## src/rtl/snd_fifo_player.sv

```systemverilog
// Sound-DMA sink: buffers 16-bit words from the MCU load strobe and plays them
// out as signed 8-bit L/R samples at a rate derived from the 8 MHz enable.
module snd_fifo_player #(
  parameter int DEPTH     = 4,
  parameter int SREQ_FREE = 2,
  parameter int BASE_DIV  = 160
) (
  input  logic        clk32_i,
  input  logic        reset_i,
  input  logic        mhz8_en_i,
  input  logic        sndon_i,
  input  logic        mono_i,
  input  logic [1:0]  rate_i,
  input  logic        sload_n_i,
  input  logic [15:0] din_i,
  output logic        sreq_o,
  output logic [7:0]  sample_l_o,
  output logic [7:0]  sample_r_o,
  output logic        sample_stb_o,
  output logic        underrun_o,
  output logic        overrun_o
);

  localparam int AW   = (DEPTH > 1) ? $clog2(DEPTH) : 1;
  localparam int CW   = AW + 1;
  localparam int DIVW = $clog2(BASE_DIV * 8 + 1);

  logic [15:0]     mem_q [DEPTH];
  logic [AW-1:0]   rd_q, wr_q;
  logic [CW-1:0]   count_q, count_d;
  logic [DIVW-1:0] div_q, lim_q, lim_sel;
  logic            phase_q, sload_prev_q, sreq_q, sreq_d;
  logic [7:0]      sample_l_q, sample_r_q, samp_l_d, samp_r_d;
  logic            stb_q, und_q, ovr_q;

  logic [15:0] head;
  logic [1:0]  sh;
  logic        tick, empty, full, push_req, push, pop, play, drop;

  always_comb begin
    head     = mem_q[rd_q];
    sh       = 2'd3 - rate_i;
    lim_sel  = DIVW'(BASE_DIV) << sh;
    tick     = sndon_i & mhz8_en_i & (div_q == (lim_q - DIVW'(1)));
    empty    = (count_q == '0);
    full     = (count_q == CW'(DEPTH));
    push_req = sndon_i & ~reset_i & ~sload_n_i & sload_prev_q;
    play     = tick & ~empty;
    // mono consumes a word over two ticks: high byte first, then low byte + pop
    pop      = play & (~mono_i | phase_q);
    push     = push_req & (~full | pop);
    drop     = push_req & full & ~pop;
    count_d  = count_q + CW'(push) - CW'(pop);
    sreq_d   = sndon_i & ~reset_i & ((CW'(DEPTH) - count_d) >= CW'(SREQ_FREE));
    samp_l_d = head[15:8];
    samp_r_d = head[7:0];
    if (mono_i) begin
      samp_l_d = phase_q ? head[7:0] : head[15:8];
      samp_r_d = samp_l_d;
    end
  end

  always_ff @(posedge clk32_i) begin
    if (push) mem_q[wr_q] <= din_i;
  end

  always_ff @(posedge clk32_i) begin
    if (reset_i) begin
      rd_q         <= '0;
      wr_q         <= '0;
      count_q      <= '0;
      div_q        <= '0;
      lim_q        <= lim_sel;
      phase_q      <= 1'b0;
      sload_prev_q <= 1'b1;
      sreq_q       <= 1'b0;
      sample_l_q   <= '0;
      sample_r_q   <= '0;
      stb_q        <= 1'b0;
      und_q        <= 1'b0;
      ovr_q        <= 1'b0;
    end else begin
      sload_prev_q <= sload_n_i;
      sreq_q       <= sreq_d;
      if (!sndon_i) begin
        rd_q       <= '0;
        wr_q       <= '0;
        count_q    <= '0;
        div_q      <= '0;
        lim_q      <= lim_sel;
        phase_q    <= 1'b0;
        sample_l_q <= '0;
        sample_r_q <= '0;
        stb_q      <= 1'b0;
        und_q      <= 1'b0;
        ovr_q      <= 1'b0;
      end else begin
        rd_q    <= rd_q + AW'(pop);
        wr_q    <= wr_q + AW'(push);
        count_q <= count_d;
        // divider limit is latched at reload so rate changes land on a period boundary
        if (tick) begin
          div_q <= '0;
          lim_q <= lim_sel;
        end else if (mhz8_en_i) begin
          div_q <= div_q + DIVW'(1);
        end
        if (play) begin
          phase_q    <= mono_i ? ~phase_q : 1'b0;
          sample_l_q <= samp_l_d;
          sample_r_q <= samp_r_d;
        end
        stb_q <= play;
        und_q <= tick & empty;
        ovr_q <= drop;
      end
    end
  end

  assign sreq_o       = sreq_q;
  assign sample_l_o   = sample_l_q;
  assign sample_r_o   = sample_r_q;
  assign sample_stb_o = stb_q;
  assign underrun_o   = und_q;
  assign overrun_o    = ovr_q;

endmodule

```

## config.mk

```make
export PLATFORM = sky130hd
export DESIGN_NAME = snd_fifo_player
export DESIGN_NICKNAME = d
export VERILOG_FILES = /design/src/rtl/snd_fifo_player.sv
export SDC_FILE = /design/constraint.sdc
export NUM_CORES = 1
export LEC_CHECK = 0
export CAP_MARGIN = 20
export CORE_MARGIN = 8
export CORE_UTILIZATION = 61
export CTS_CLUSTER_SIZE = 10
export DETAILED_ROUTE_END_ITERATION = 12
export MAX_ROUTING_LAYER = met4
export PLACE_DENSITY = 0.86
export SLEW_MARGIN = 20
export SYNTH_ARGS = -nofsm -noshare
export SYNTH_HDL_FRONTEND = slang
export SYNTH_SLANG_ARGS = --single-unit
```

## constraint.sdc

```tcl
create_clock -name clk32_i -period 5.9 [get_ports clk32_i]
set_clock_uncertainty 0.15 [all_clocks]
set_input_delay 0.59 -clock clk32_i [delete_from_list [all_inputs] [get_ports clk32_i]]
set_output_delay 0.59 -clock clk32_i [all_outputs]
set_load 0.005 [all_outputs]
```

* After elaboration in Yosys (flattened, before gate mapping)
Memories as Yosys holds them, arrays and structs flattened. A register that Yosys moved wholly into a read port is not among the register bits.
Index checks and enable logic that the tools add are counted.
** Cells by class
- Bitwise gates (word level) :: 22
- $add $sub $neg :: 8
- Magnitude comparators :: 1
- Mux-type cells :: 10
- Eq/ne operators :: 3
- Reductions and logical operators :: 3
- Shifts and indexed selects :: 1
** Operators with widths (number)
- 11-bit 2-to-1 mux :: 3
- 8-bit 2-to-1 mux :: 3
- 1-bit bitwise AND :: 12
- 11-bit by 1-bit adder with 11-bit output (second input constant) :: 1
- 11-bit equality test :: 1
- 8-bit by 2-bit << shifter with 11-bit output (first input constant) :: 1
- 11-bit by 1-bit subtractor with 11-bit output (second input constant) :: 1
- 1-bit NOT :: 8
- 2-bit by 1-bit adder with 2-bit output :: 2
- 3-bit by 1-bit adder with 3-bit output :: 1
- 3-bit equality test (second input constant) :: 1
- 3-bit by 2-bit greater-or-equal comparator with 1-bit output (second input constant) :: 1
- 3-bit zero test :: 1
- 1-bit 2-to-1 mux :: 3
- 3-bit by 2-bit inequality test with 1-bit output (second input constant) :: 1
- 3-bit OR reduction :: 1
- 3-bit by 1-bit subtractor with 3-bit output :: 1
- 3-bit subtractor (first input constant) :: 1
- 2-bit 2-to-1 mux :: 1
- 1-bit bitwise OR :: 2
- 2-bit OR reduction :: 1
- 2-bit subtractor (first input constant) :: 1
** Storage, ports and cells
- Logic and storage cells :: 62
- Memories :: 1
- Input port bits :: 24
- Register bits :: 51
- Output and inout bits :: 20
- RAM bits :: 64
** Memory list
- mem_q :: depth 4, bits a word 16, rd ports 1, clocked after memory_dff 1, wr ports 1, RTL line 28 : logic [15:0] mem_q [DEPTH];

* Logic depth before layout (Yosys ltp)
Gate-level depths: netlist (run 1).
- Depth after elaboration :: 12
- Gate-level depth with buffers :: 15
- Mapped depth without buffers :: 15

* Worst setup path before layout (run 1)
Ideal clock, no wire load.
- Kind :: register to register
- Start :: reg lim_q[7]
- End :: mem mem_q[0][0] (enable)
- Cell stages (with the launch flop) :: 6
- Data required time :: 5.336 ns
- Path buffers :: 0
- Period minus slack after synthesis :: 3.837 ns
- Setup slack :: 2.063 ns
- Arrival time :: 3.272 ns
- Setup time :: 0.414 ns
- Cells stage by stage :: edfxtp_1 > or4_1 > or3_4 > a2111oi_4 > nand4_1 > a211oi_1
** Between the ends
- Longest elaborated chain between the ends :: 9
** Ends and longest elaborated chain
- start: declaration :: RTL line 31 : logic [DIVW-1:0] div_q, lim_q, lim_sel;
- start signal: assignment :: RTL line 73 : lim_q <= lim_sel;
- start signal: assignment :: RTL line 90 : lim_q <= lim_sel;
- start signal: assignment :: RTL line 104 : lim_q <= lim_sel;
- 11-bit by 1-bit subtractor with 11-bit output :: RTL line 44 : tick = sndon_i & mhz8_en_i & (div_q == (lim_q - DIVW'(1)));
- 11-bit equality test :: RTL line 44
- 1-bit bitwise AND :: RTL line 44
- 1-bit bitwise AND :: RTL line 48 : play = tick & ~empty;
- 1-bit bitwise AND :: RTL line 50 : pop = play & (~mono_i | phase_q);
- 1-bit bitwise OR :: RTL line 51 : push = push_req & (~full | pop);
- 1-bit bitwise AND :: RTL line 51
- 1-bit 2-to-1 mux :: RTL line 64 : if (push) mem_q[wr_q] <= din_i;
- 1-bit 2-to-1 mux (not written as such) :: RTL line 64
- end: declaration :: RTL line 28
Every way passes these cells.

* Worst setup path in the final report (run 1)
- Start :: reg lim_q[7]
- End :: reg sreq_q (netlist: sreq_o)
** Between the ends
- Longest elaborated chain between the ends :: 12
** Ends and longest elaborated chain
- 11-bit by 1-bit subtractor with 11-bit output * :: RTL line 44
- 11-bit equality test * :: RTL line 44
- 1-bit bitwise AND * :: RTL line 44
- 1-bit bitwise AND * :: RTL line 48
- 1-bit bitwise AND * :: RTL line 50
- 1-bit bitwise OR :: RTL line 51
- 1-bit bitwise AND :: RTL line 51
- 3-bit by 1-bit adder with 3-bit output :: RTL line 53 : count_d = count_q + CW'(push) - CW'(pop);
- 3-bit by 1-bit subtractor with 3-bit output * :: RTL line 53
- named net count_d[1] :: RTL line 30 : logic [CW-1:0] count_q, count_d;
- 3-bit subtractor * :: RTL line 54 : sreq_d = sndon_i & ~reset_i & ((CW'(DEPTH) - count_d) >= CW'(SREQ_FREE));
- 3-bit by 2-bit greater-or-equal comparator with 1-bit output * :: RTL line 54
- 1-bit bitwise AND * :: RTL line 54
- end signal: assignment :: RTL line 84 : sreq_q <= sreq_d;
- end: declaration :: RTL line 32 : logic phase_q, sload_prev_q, sreq_q, sreq_d;
The timed path passes the listed nets; every way through them passes the cells marked *.
A chain may end at the register's enable or synchronous reset.

==> results by group, run 1 <==
STA
  – Worst-Margin Slew: 1.05 ns
  – Final Cycle Share: 71.6%
  – Min Tclk post-route: 4.22 ns
  – Setup ws final: 1.68 ns
  – Final setup viols: 0
  – Max-slew violation count: 0
  – Final TNS setup: 0 ns
  – F_max: ~240 MHz
  – Slew HR: 29.8%
  – Final hold vios: 0
  – RSZ-0062 raised after global routing: no

Power
  – VDD IR max: 166 uV
  – Pwr Density: 253 mW/mm^2
  – Switching pwr: 0.288 mW
  – Switching share of power: 21.2%
  – Leak: 1.91 nW
  – Internal power: 1.07 mW
  – Tot Pwr: 1.36 mW
  – Reg power frac: 61.1%
  – Comb power frac: 5.2%
  – Power share of the clock group: 33.7%

Layout
  – Final instance area: between 0.005 and 0.006 sq mm
  – Storage element area: 0.00290 sq mm
  – Area grow syn2layout: 16.1%
  – Diode count: 0
  – Fill cells: between 500 and 600
  – Share of layout cells above drive strength 1: 14.8%
  – Area taken by multi-input logic gates: 0.00164 sq mm
  – Nets: ~410

CTS
  – Worst-path clk slew: 0.10 ns
  – Max Root-Sink Buffers: 2
  – CTS buffer count: 9
  – Post-CTS sizing: 0
  – Hold buffers post-CTS: 0
  – CTS tree: yes
  – Post-CTS Setup Bufs: 0
  – Latest clock arrival within the worst-skew pair: ~0.36 ns
  – H-Tree Depth: 3
  – Root buffer cell: clkbuf_8
  – Sink Count: 110

Setup path
  – CP max FO: 6
  – Crit end category: register
  – Reg2Reg Depth: 13
  – Kind of critical path: register to register
  – R2R Path Start: lim_q[7]
  – Arr. time, crit path: between 4 and 5 ns
  – R2R setup slack: ~1.7 ns
  – Req. time, crit path: between 5 and 6 ns
  – Crit start category: register
  – R2r endpoint: sreq_o

Route
  – Pre-antenna DRT Iters: 4
  – Final ANT Viol Nets: 0
  – DRT Wirelength: 8.18 mm
  – DRC: 0
  – Drt wl/cell: 16.9 microns
  – Via count: around 2700
  – Vias per cell: 5.56
  – Number of DRC markers in iteration 0: 89

Synthesis
  – Mux contribution to synthesized area: 15.6%
  – Mapped cell area: approximately 0.0046 sq mm
  – Cell taking the most area after synthesis: edfxtp_1
  – Mapped Cells: around 330
  – Top cells by area, synth: edfxtp_1 (45%), dfxtp_1 (17%), mux4_2 (7.8%), mux2i_1 (3.9%), mux2_2 (3.9%)
  – YS warnings: 0
  – Register area share after synthesis: a little over three fifths
  – Synth top area share: between 40% and 50%
  – Synth Area in Simple Gates: 10.6%
  – Syn_area_per_cell: 13.9 sq um
  – Compound-cell area share of the yosys netlist: 2.03%
  – Synthesized Nets: 366
  – Adder-cell share of the synthesized area: 2.59%
  – Post-Synth XOR/XNOR Area: under 10%
  – Largest family of logic cells by synthesized area: multiplexers
  – Yosys reg bits: 110
  – Yosys cell types: 37

Run status
  – Status: complete, no violations

Placed design
  – DP HPWL: 5.75 mm
  – DP Area: 0.00517 sq mm
  – Post-Place Setup Slack: between 1.5 and 2 ns
  – Gpl congestion: 0.819
  – Port bufs: 43

Hold path
  – Hold depth: 2
  – Hold Crit Start: sample_r_o[3]
  – Min-Delay Path Class: register to register
  – Hold Crit Endpoint: sample_r_o[3]

Flow run
  – Max cap viols: 0

Floorplan
  – Cell row count: 31
  – Effective utilization at floorplan: 63.5%
  – Die Footprint: 0.0106 sq mm
  – Die H: 103 microns
  – Chip width: 103 microns
  – Placeable Area: 0.00729 sq mm
  – Io pins: between 40 and 50

Global routing
  – Vias in the first global route: about 2700
  – Total gr overflow: 0
  – Initial antenna violation count: 0
  – Largest net degree at the start of global routing: 37
  – All-Layer GR Usage: 16.9%
  – First-pass GRT wire length: about 13 mm
## state kept, by name, summed over array words and instances, names as in the netlist, 2 cells and up
register	cells
rd_q	2
count_q	3
wr_q	2
mem_q	64
lim_q	6
div_q	11
sample_r_o	8
sample_l_o	8
## cells in the mapped netlist (all sizes together)
cell type / number
nor2: 25
buf: 4
a2111oi: 1
nand4b: 1
dfxtp: 40
inv: 11
or4: 1
xnor2: 11
nand2b: 3
nand2: 46
nor3b: 1
a21o: 1
fa: 1
mux2i: 18
mux4: 16
or3: 2
and3b: 1
nand3: 3
o21ai: 2
edfxtp: 70
a31oi: 3
a211oi: 1
nand4: 6
a21oi: 3
and2: 4
o21a: 1
or2: 1
nor3: 3
xor2: 11
clkbuf: 9
ha: 8
mux2: 16
nor2b: 5
and4: 1
and3: 3
## worst max path at each step
| stage | slack, ns | endpoint | startpoint | cells after the start |
|---|---|---|---|---|
| 2_1_floorplan | 2.06 | mem_q[0][0] | lim_q[7] | 5 |
| 3_3_place_gp | 1.73 | sreq_o | mhz8_en_i | 14 |
| 3_5_place_dp | 1.56 | sreq_o | mhz8_en_i | 14 |
| 4_1_cts | 1.70 | sreq_o | lim_q[7] | 13 |
| 5_1_grt | 1.49 | sreq_o | lim_q[7] | 13 |
| 6_report | 1.68 | sreq_o | lim_q[7] | 13 |
## final cells by class
class / instances / share of cell area (%)
timing repair buffer: 48 / 8.70
tap: 99 / 2.30
clock buffer: 11 / 2.63
clock inverter: 5 / 1.19
sequential: 110 / 54.0
multi-input combinational: 199 / 30.4
inverter: 11 / 0.768
## cells in the final DEF (no fill, tap or decap), types with 2 or more instances in the layout
cell and n:
nor2b_1 4, edfxtp_1 70, a21oi_1 3, clkbuf_8 10, clkdlybuf4s50_1 43, xnor2_1 11
inv_6 2, mux4_2 16, nor2_1 25, mux2_2 16, a31oi_1 3, mux2i_1 18
nor3_1 3, dfxtp_1 40, nand2b_1 3, o21ai_0 2, nand3_1 3, and2_1 4
nand2_1 46, and3_1 3, xor2_1 11, inv_1 11, nand4_1 6, buf_4 5
ha_1 8
## critical path, stage by stage, from the launching register on
cell	delay, ns
edfxtp_1	0.47
or4_1	0.54
or3_4	0.36
a2111oi_4	0.42
nand4_1	0.32
and2_1	0.28
ha_1	0.26
inv_1	0.04
ha_1	0.18
fa_1	0.52
inv_1	0.07
ha_1	0.21
xor2_1	0.19
a31oi_1	0.10
## per-stage QoR
| stage | instances | utilization [%] | hold slack (ns) |
|---|---|---|---|
| 2_1_floorplan | 333 | - | 0.302 |
| 3_3_place_gp | 467 | 70.9 | 0.294 |
| 3_5_place_dp | 467 | 70.9 | 0.300 |
| 4_1_cts | 483 | 73.7 | 0.314 |
| 5_1_grt | 483 | 73.7 | 0.326 |
| 6_report | 483 | 73.7 | 0.309 |
## cell families after synthesis
family / after synthesis
adders and majority gates: 9
and+or+nand+nor: 106
AOI/OAI and AO/OA: 12
DFF: 110
buffers and inverters: 24
xor gates and xnor gates: 22
muxes: 50
## power by group through the flow
| stage | combinational [mW] | sequential, mW | clock (mW) |
|---|---|---|---|
| 2_1_floorplan | 0.0391 | 0.848 | 0 |
| 3_3_place_gp | 0.0674 | 0.848 | 0 |
| 3_5_place_dp | 0.0701 | 0.849 | 0 |
| 4_1_cts | 0.0708 | 0.831 | 0.466 |
| 5_1_grt | 0.0777 | 0.833 | 0.497 |
| 6_report | 0.0705 | 0.831 | 0.459 |
## layer usage
layer	up-vias	track usage (%)	share of wire, %
met5	-	-	0
met3	13	3.17	4.4
met4	0	6.56	1.5
met2	65	27.8	49
li1	1286	-	-
met1	1320	20.1	45
(Power assumes the default switching activity.)
==> inputs of run 2 (changes only) <==
- CORE_UTILIZATION: 61 -> 57
- PLACE_DENSITY: 0.86 -> 0.81
- clock period: 5.9 -> 4.4 ns (I/O delays scaled with it)
==> run 2 against run 1 <==
- via count is 1.1% lower
- non-clock buffer count is 5 higher
- sequential cell count stayed put
- largest cell class unchanged
==> results by group, run 2 (same netlist as run 1, synthesis figures left out) <==
Setup path
  – Req. time, crit path: 4.50 ns (-1.49 ns)
  – Buf+Inv Stages, Crit Path: 1 (-1)
  – Reg2Reg Depth: 13 (unchanged)
  – Crit start category: register
  – Crit-path cells: or4_1 > or3_4 > a2111oi_4 > nand4_1 > and2_1 > ha_1 > inv_1 > ha_1 > fa_1 > xnor2_1 > xnor2_1 > xor2_1 > a31oi_1
  – R2R setup slack: 0.30 ns (-1.38 ns)
  – R2r endpoint: sreq_o
  – CP endpoint: sreq_o
  – Arr. time, crit path: 4.20 ns (-0.11 ns)
  – Worst Setup SP: lim_q[7]
  – Worst path depth: 13 (unchanged)
  – R2R Path Start: lim_q[7]
  – Slowest CP cell: or4_1
  – Kind of critical path: register to register
  – Crit path max-delay family: simple AND/OR/NAND/NOR gates
  – Crit end category: register
  – CP max FO: 6 (unchanged)
  – Max incr delay on CP: 0.54 ns (about the same)

Route
  – Number of DRC markers in iteration 0: 128 (+44%)
  – Pre-antenna DRT Iters: 4 (unchanged)
  – Final ANT Viol Nets: 0 (unchanged)
  – Via count: 2655 (-1.1%)
  – Vias per cell: 5.37 (-3.3%)
  – DRC: 0 (unchanged)
  – Drt wl/cell: 16.5 microns (-2.5%)
  – DRT Wirelength: 8.16 mm (-0.24%)

Layout
  – Area grow syn2layout: 16.9%
  – Largest registers: mem_q (64), div_q (11)
  – Fill cells: 569 (+13%)
  – Max reg flops: 64 (unchanged)
  – Nets: 417 (+1.2%)
  – Fin util: 67.2% (-6.5 points)
  – Diode count: 0 (unchanged)
  – Most common cell after layout, fill and taps aside: edfxtp_1
  – Most frequent cells in the layout: edfxtp_1 (70), nand2_1 (46), clkdlybuf4s50_1 (43)
  – Biggest register: mem_q
  – Share of layout cells above drive strength 1: 15.7% (+0.84 points)

CTS
  – CTS tree: yes
  – Latest clock arrival within the worst-skew pair: 0.35 ns (about the same)
  – Post-CTS sizing: 0 (unchanged)
  – Post-CTS Setup Bufs: 0 (unchanged)
  – H-Tree Depth: 3 (unchanged)
  – Root buffer cell: clkbuf_8
  – Max Root-Sink Buffers: 2 (unchanged)
  – Hold buffers post-CTS: 0 (unchanged)
  – Worst-path clk slew: 0.11 ns (about the same)
  – Sink Count: 110 (unchanged)
  – CTS buffer count: 9 (unchanged)

Power
  – Pwr Density: 334 mW/mm^2 (+32%)
  – Leak: 1.93 nW (+1.1%)
  – Switching share of power: 21.5% (+0.36 points)
  – Power share of the clock group: 33.1% (-0.6 points)
  – Switching pwr: 0.390 mW (+35%)
  – Reg power frac: 61.5% (+0.4 points)
  – VDD IR max: 220 uV (+33%)
  – Comb power frac: 5.3% (about the same)
  – Internal power: 1.42 mW (+32%)

Floorplan
  – Die Footprint: 0.0113 sq mm (+5.9%)
  – Chip width: 106 microns (+2.9%)
  – Cell row count: 33 (+6.5%)
  – Effective utilization at floorplan: 57.5% (-6.0 points)
  – Placeable Area: 0.00805 sq mm (+10%)
  – Die H: 106 microns (+2.9%)
  – Io pins: 44 (unchanged)

Flow run
  – Max cap viols: 0 (unchanged)

Global routing
  – Vias in the first global route: 2631 (-3.8%)
  – Total gr overflow: 0 (unchanged)
  – All-Layer GR Usage: 15.2% (-1.7 points)
  – Met3 Resource Use GR: 3.87% (+0.70 points)
  – Largest net degree at the start of global routing: 37 (unchanged)
  – GRT Max-Usage Layer: met2
  – Initial antenna violation count: 0 (unchanged)
  – GR Util met2: 23.8% (-4.0 points)
  – GR Util met1: 19.4% (-0.68 points)
  – First-pass GRT wire length: 13.1 mm (+0.11%)

STA
  – Setup ws final: 0.299 ns (-1.38 ns)
  – Final setup viols: 0 (unchanged)
  – Max-slew violation count: 0 (unchanged)
  – Min Tclk post-route: 4.10 ns (-0.121 ns)
  – Final hold vios: 0 (unchanged)
  – Worst-Margin Slew: 0.830 ns (-0.221 ns)
  – Final TNS setup: 0 ns (unchanged)
  – Final Cycle Share: 93.2% (+22 points)
  – Slew HR: 44.6% (+15 points)
  – Min Hold Slack: 0.312 ns (+0.00277 ns)
  – F_max: 244 MHz (+3.0%)
  – RSZ-0062 raised after global routing: no

Placed design
  – Post-Place Setup Slack: 0.255 ns (-1.30 ns)
  – Port bufs: 43 (unchanged)
  – DP HPWL: 5.72 mm (-0.50%)
  – Gpl congestion: 0.824 (+0.55%)

Run status
  – Status: complete, no violations

Hold path
  – Hold Crit Start: sample_r_o[1]
  – Min-Delay Path Class: register to register
-- run 2: how the worst min path moves through the flow --
stage                          endpoint  cells after the start  slack [ns]
after floorplan                 phase_q                      2        0.30
final                     sample_r_o[1]                      2        0.31
after global routing      sample_l_o[6]                      2        0.34
after detailed placement  sample_r_o[1]                      2        0.30
after CTS                 sample_r_o[1]                      2        0.32
after global placement    sample_r_o[3]                      2        0.30
-- run 2: layer usage --
metal | vias to the layer above | share of wire (%)
met1 | 1292 | 46
met3 | 9 | 4.1
met2 | 55 | 48
met4 | 0 | 1.2
met5 | - | 0
li1 | 1299 | -
-- run 2: worst register-to-register path, stage by stage, from the launching register on --
cell,delay (ns)
edfxtp_1,0.48
or4_1,0.54
or3_4,0.36
a2111oi_4,0.43
nand4_1,0.23
and2_1,0.23
ha_1,0.27
inv_1,0.05
ha_1,0.19
fa_1,0.39
xnor2_1,0.16
xnor2_1,0.24
xor2_1,0.19
a31oi_1,0.09
-- run 2: power groups by stage --
stage	registers, mW	logic (mW)	clock network (mW)
final	1.11	0.0964	0.600
after global routing	1.12	0.106	0.652
after CTS	1.11	0.0964	0.609
after floorplan	1.14	0.0524	0
after detailed placement	1.14	0.0960	0
after global placement	1.14	0.0931	0
-- run 2: area by class of cell --
class / count / area [sq um] / share of cell area [%]
Sequential cell: 110 / 2900 / 53.6
Tap cell: 105 / 131 / 2.43
Multi-Input combinational cell: 199 / 1630 / 30.1
Inverter: 11 / 41.3 / 0.763
Clock inverter: 7 / 73.8 / 1.36
Clock buffer: 9 / 124 / 2.29
Timing Repair Buffer: 53 / 513 / 9.48
-- run 2: through the flow --
stage	area, sq um	total power [mW]	instances
2_1_floorplan	4630	1.19	333
5_1_grt	5410	1.87	494
3_3_place_gp	5190	1.23	476
6_report	5410	1.81	494
3_5_place_dp	5210	1.23	477
4_1_cts	5410	1.82	493
==> inputs of run 3 (changes only) <==
- PLACE_DENSITY: 0.81 -> 0.77
==> run 3 against run 2 <==
- via count is 0.19% higher
- non-clock buffer count unchanged
- critical path depth did not move
- routed wire length decreased by 2.0%
- clock-buffer cell count is the same
- setup slack worse by 0.035 ns
- largest power group unchanged
- highest routed layer unchanged
==> results by group, run 3 (same netlist as run 1, synthesis figures left out) <==
Run status
  – Status: complete, no violations

STA
  – Slew HR: 42.3% (-2.3 points)
  – Final setup viols: 0 (unchanged)
  – Final hold vios: 0 (unchanged)
  – Max-slew violation count: 0 (unchanged)
  – F_max: 242 MHz (-0.84%)
  – RSZ-0062 raised after global routing: no
  – Final Cycle Share: 94.0% (+0.79 points)
  – Final TNS setup: 0 ns (unchanged)
  – Setup ws final: 0.264 ns (-0.0347 ns)
  – Min Hold Slack: 0.313 ns (+0.000701 ns)
  – Min Tclk post-route: 4.14 ns (+0.0347 ns)
  – Worst-Margin Slew: 0.864 ns (+0.0346 ns)

CTS
  – CTS buffer count: 9 (unchanged)
  – Sink Count: 110 (unchanged)
  – Root buffer cell: clkbuf_8
  – Hold buffers post-CTS: 0 (unchanged)
  – Post-CTS sizing: 0 (unchanged)
  – H-Tree Depth: 3 (unchanged)
  – Latest clock arrival within the worst-skew pair: 0.36 ns (about the same)
  – Post-CTS Setup Bufs: 0 (unchanged)
  – Max Root-Sink Buffers: 2 (unchanged)
  – CTS tree: yes
  – Worst-path clk slew: 0.10 ns (about the same)

Setup path
  – Crit-path cells: or4_1 > or3_4 > a2111oi_4 > nand4_1 > and2_1 > ha_1 > inv_1 > ha_1 > fa_1 > inv_1 > ha_1 > xor2_1 > a31oi_1
  – Arr. time, crit path: 4.28 ns (+0.08 ns)
  – Crit end category: register
  – Max incr delay on CP: 0.55 ns (about the same)
  – Kind of critical path: register to register
  – Buf+Inv Stages, Crit Path: 2 (+1)
  – Crit start category: register
  – CP max FO: 6 (unchanged)
  – Crit path max-delay family: simple AND/OR/NAND/NOR gates
  – Slowest CP cell: or4_1
  – Req. time, crit path: 4.55 ns (+0.05 ns)
  – Most common cell on crit path: ha_1

Floorplan
  – Cell row count: 33 (unchanged)
  – Effective utilization at floorplan: 57.5% (unchanged)
  – Io pins: 44 (unchanged)
  – Die Footprint: 0.0113 sq mm (unchanged)
  – Placeable Area: 0.00805 sq mm (unchanged)
  – Chip width: 106 microns (unchanged)
  – Die H: 106 microns (unchanged)

Placed design
  – Gpl congestion: 0.819 (-0.62%)
  – Cells after DPL: 478 (+0.21%)
  – DP HPWL: 5.52 mm (-3.6%)
  – Port bufs: 43 (unchanged)
  – Post-Place Setup Slack: 0.293 ns (+0.0381 ns)

Route
  – Met3 Wirelength: 484 microns (+43%)
  – Vias per cell: 5.38 (+0.19%)
  – Drt wl/cell: 16.2 microns (-2.0%)
  – DRC: 0 (unchanged)
  – Via count: 2660 (+0.19%)
  – Final ANT Viol Nets: 0 (unchanged)
  – DRT Wirelength: 7.99 mm (-2.0%)
  – Number of DRC markers in iteration 0: 108 (-16%)
  – Routed length on met1: 3.75 mm (-0.90%)
  – Pre-antenna DRT Iters: 4 (unchanged)
  – DR top layer: met4
  – WL met2: 3.65 mm (-7.3%)

Global routing
  – Initial antenna violation count: 0 (unchanged)
  – Vias in the first global route: 2728 (+3.7%)
  – Total gr overflow: 0 (unchanged)
  – All-Layer GR Usage: 15.5% (+0.31 points)
  – Largest net degree at the start of global routing: 36 (-2.7%)
  – First-pass GRT wire length: 13.3 mm (+1.1%)

Flow run
  – Max cap viols: 0 (unchanged)

Layout
  – Max reg flops: 64 (unchanged)
  – Biggest register: mem_q
  – Most common cell after layout, fill and taps aside: edfxtp_1
  – Share of layout cells above drive strength 1: 16.5% (+0.77 points)
  – Largest registers: mem_q (64), div_q (11)
  – Final Non-Filler Cells: 494 (unchanged)
  – Most frequent cells in the layout: edfxtp_1 (70), nand2_1 (46), clkdlybuf4s50_1 (43)
  – Diode count: 0 (unchanged)
  – Nets: 417 (unchanged)
  – Area grow syn2layout: 17.0% (about the same)

Power
  – Leak: 1.94 nW (+0.49%)
  – VDD IR max: 248 uV (+13%)
  – Pwr Density: 336 mW/mm^2 (+0.45%)

Hold path
  – Min-Delay Path Class: register to register
==> run 3: per-stage QoR <==
step	cell area (sq um)	util, %	total power [mW]
floorplan	4630	-	1.19
global placement	5210	64.7	1.23
detailed placement	5210	64.8	1.23
CTS	5420	67.3	1.84
global route	5420	67.3	1.88
finish	5420	67.3	1.82
==> run 3: routing by layer <==
layer	up-vias	GRT usage, %
met4	0	7.04
met2	62	23.1
met3	9	3.45
met1	1288	19.8
li1	1301	-
met5	-	-
==> run 3: worst paths after layout <==
| path | start | endpoint | slack, ns | cells past startpoint |
|---|---|---|---|---|
| hold reg to reg | sample_r_o[7] | sample_r_o[7] | 0.31 | 2 |
| hold / removal | sample_r_o[7] | sample_r_o[7] | 0.31 | 2 |
| setup / recovery | lim_q[7] | sreq_o | 0.26 | 13 |
| setup reg to reg | lim_q[7] | sreq_o | 0.26 | 13 |
==> run 3: area by class of cell <==
cell class                      count  area [sq um]
Fill cell                         617          2630
Clock inverter                      7          80.1
Sequential cell                   110          2900
Inverter                           11          41.3
Multi-Input combinational cell    199          1630
Timing Repair Buffer               53           505
Tap cell                          105           131
Clock buffer                        9           124
==> run 3: worst reg2reg max path, cell delays in order (launching register included) <==
cell and delay (ns):
edfxtp_1 0.46, or4_1 0.55, or3_4 0.36, a2111oi_4 0.40, nand4_1 0.29, and2_1 0.26
ha_1 0.27, inv_1 0.04, ha_1 0.18, fa_1 0.52, inv_1 0.06, ha_1 0.19
xor2_1 0.16, a31oi_1 0.17
==> run 3: report_power, final <==
| group | internal, mW | leakage [nW] | total, mW | switching [mW] |
|---|---|---|---|---|
| registers | 1.11 | 0.963 | 1.11 | 0.00698 |
| logic | 0.0479 | 0.875 | 0.0959 | 0.0479 |
| clock network | 0.270 | 0.102 | 0.610 | 0.340 |
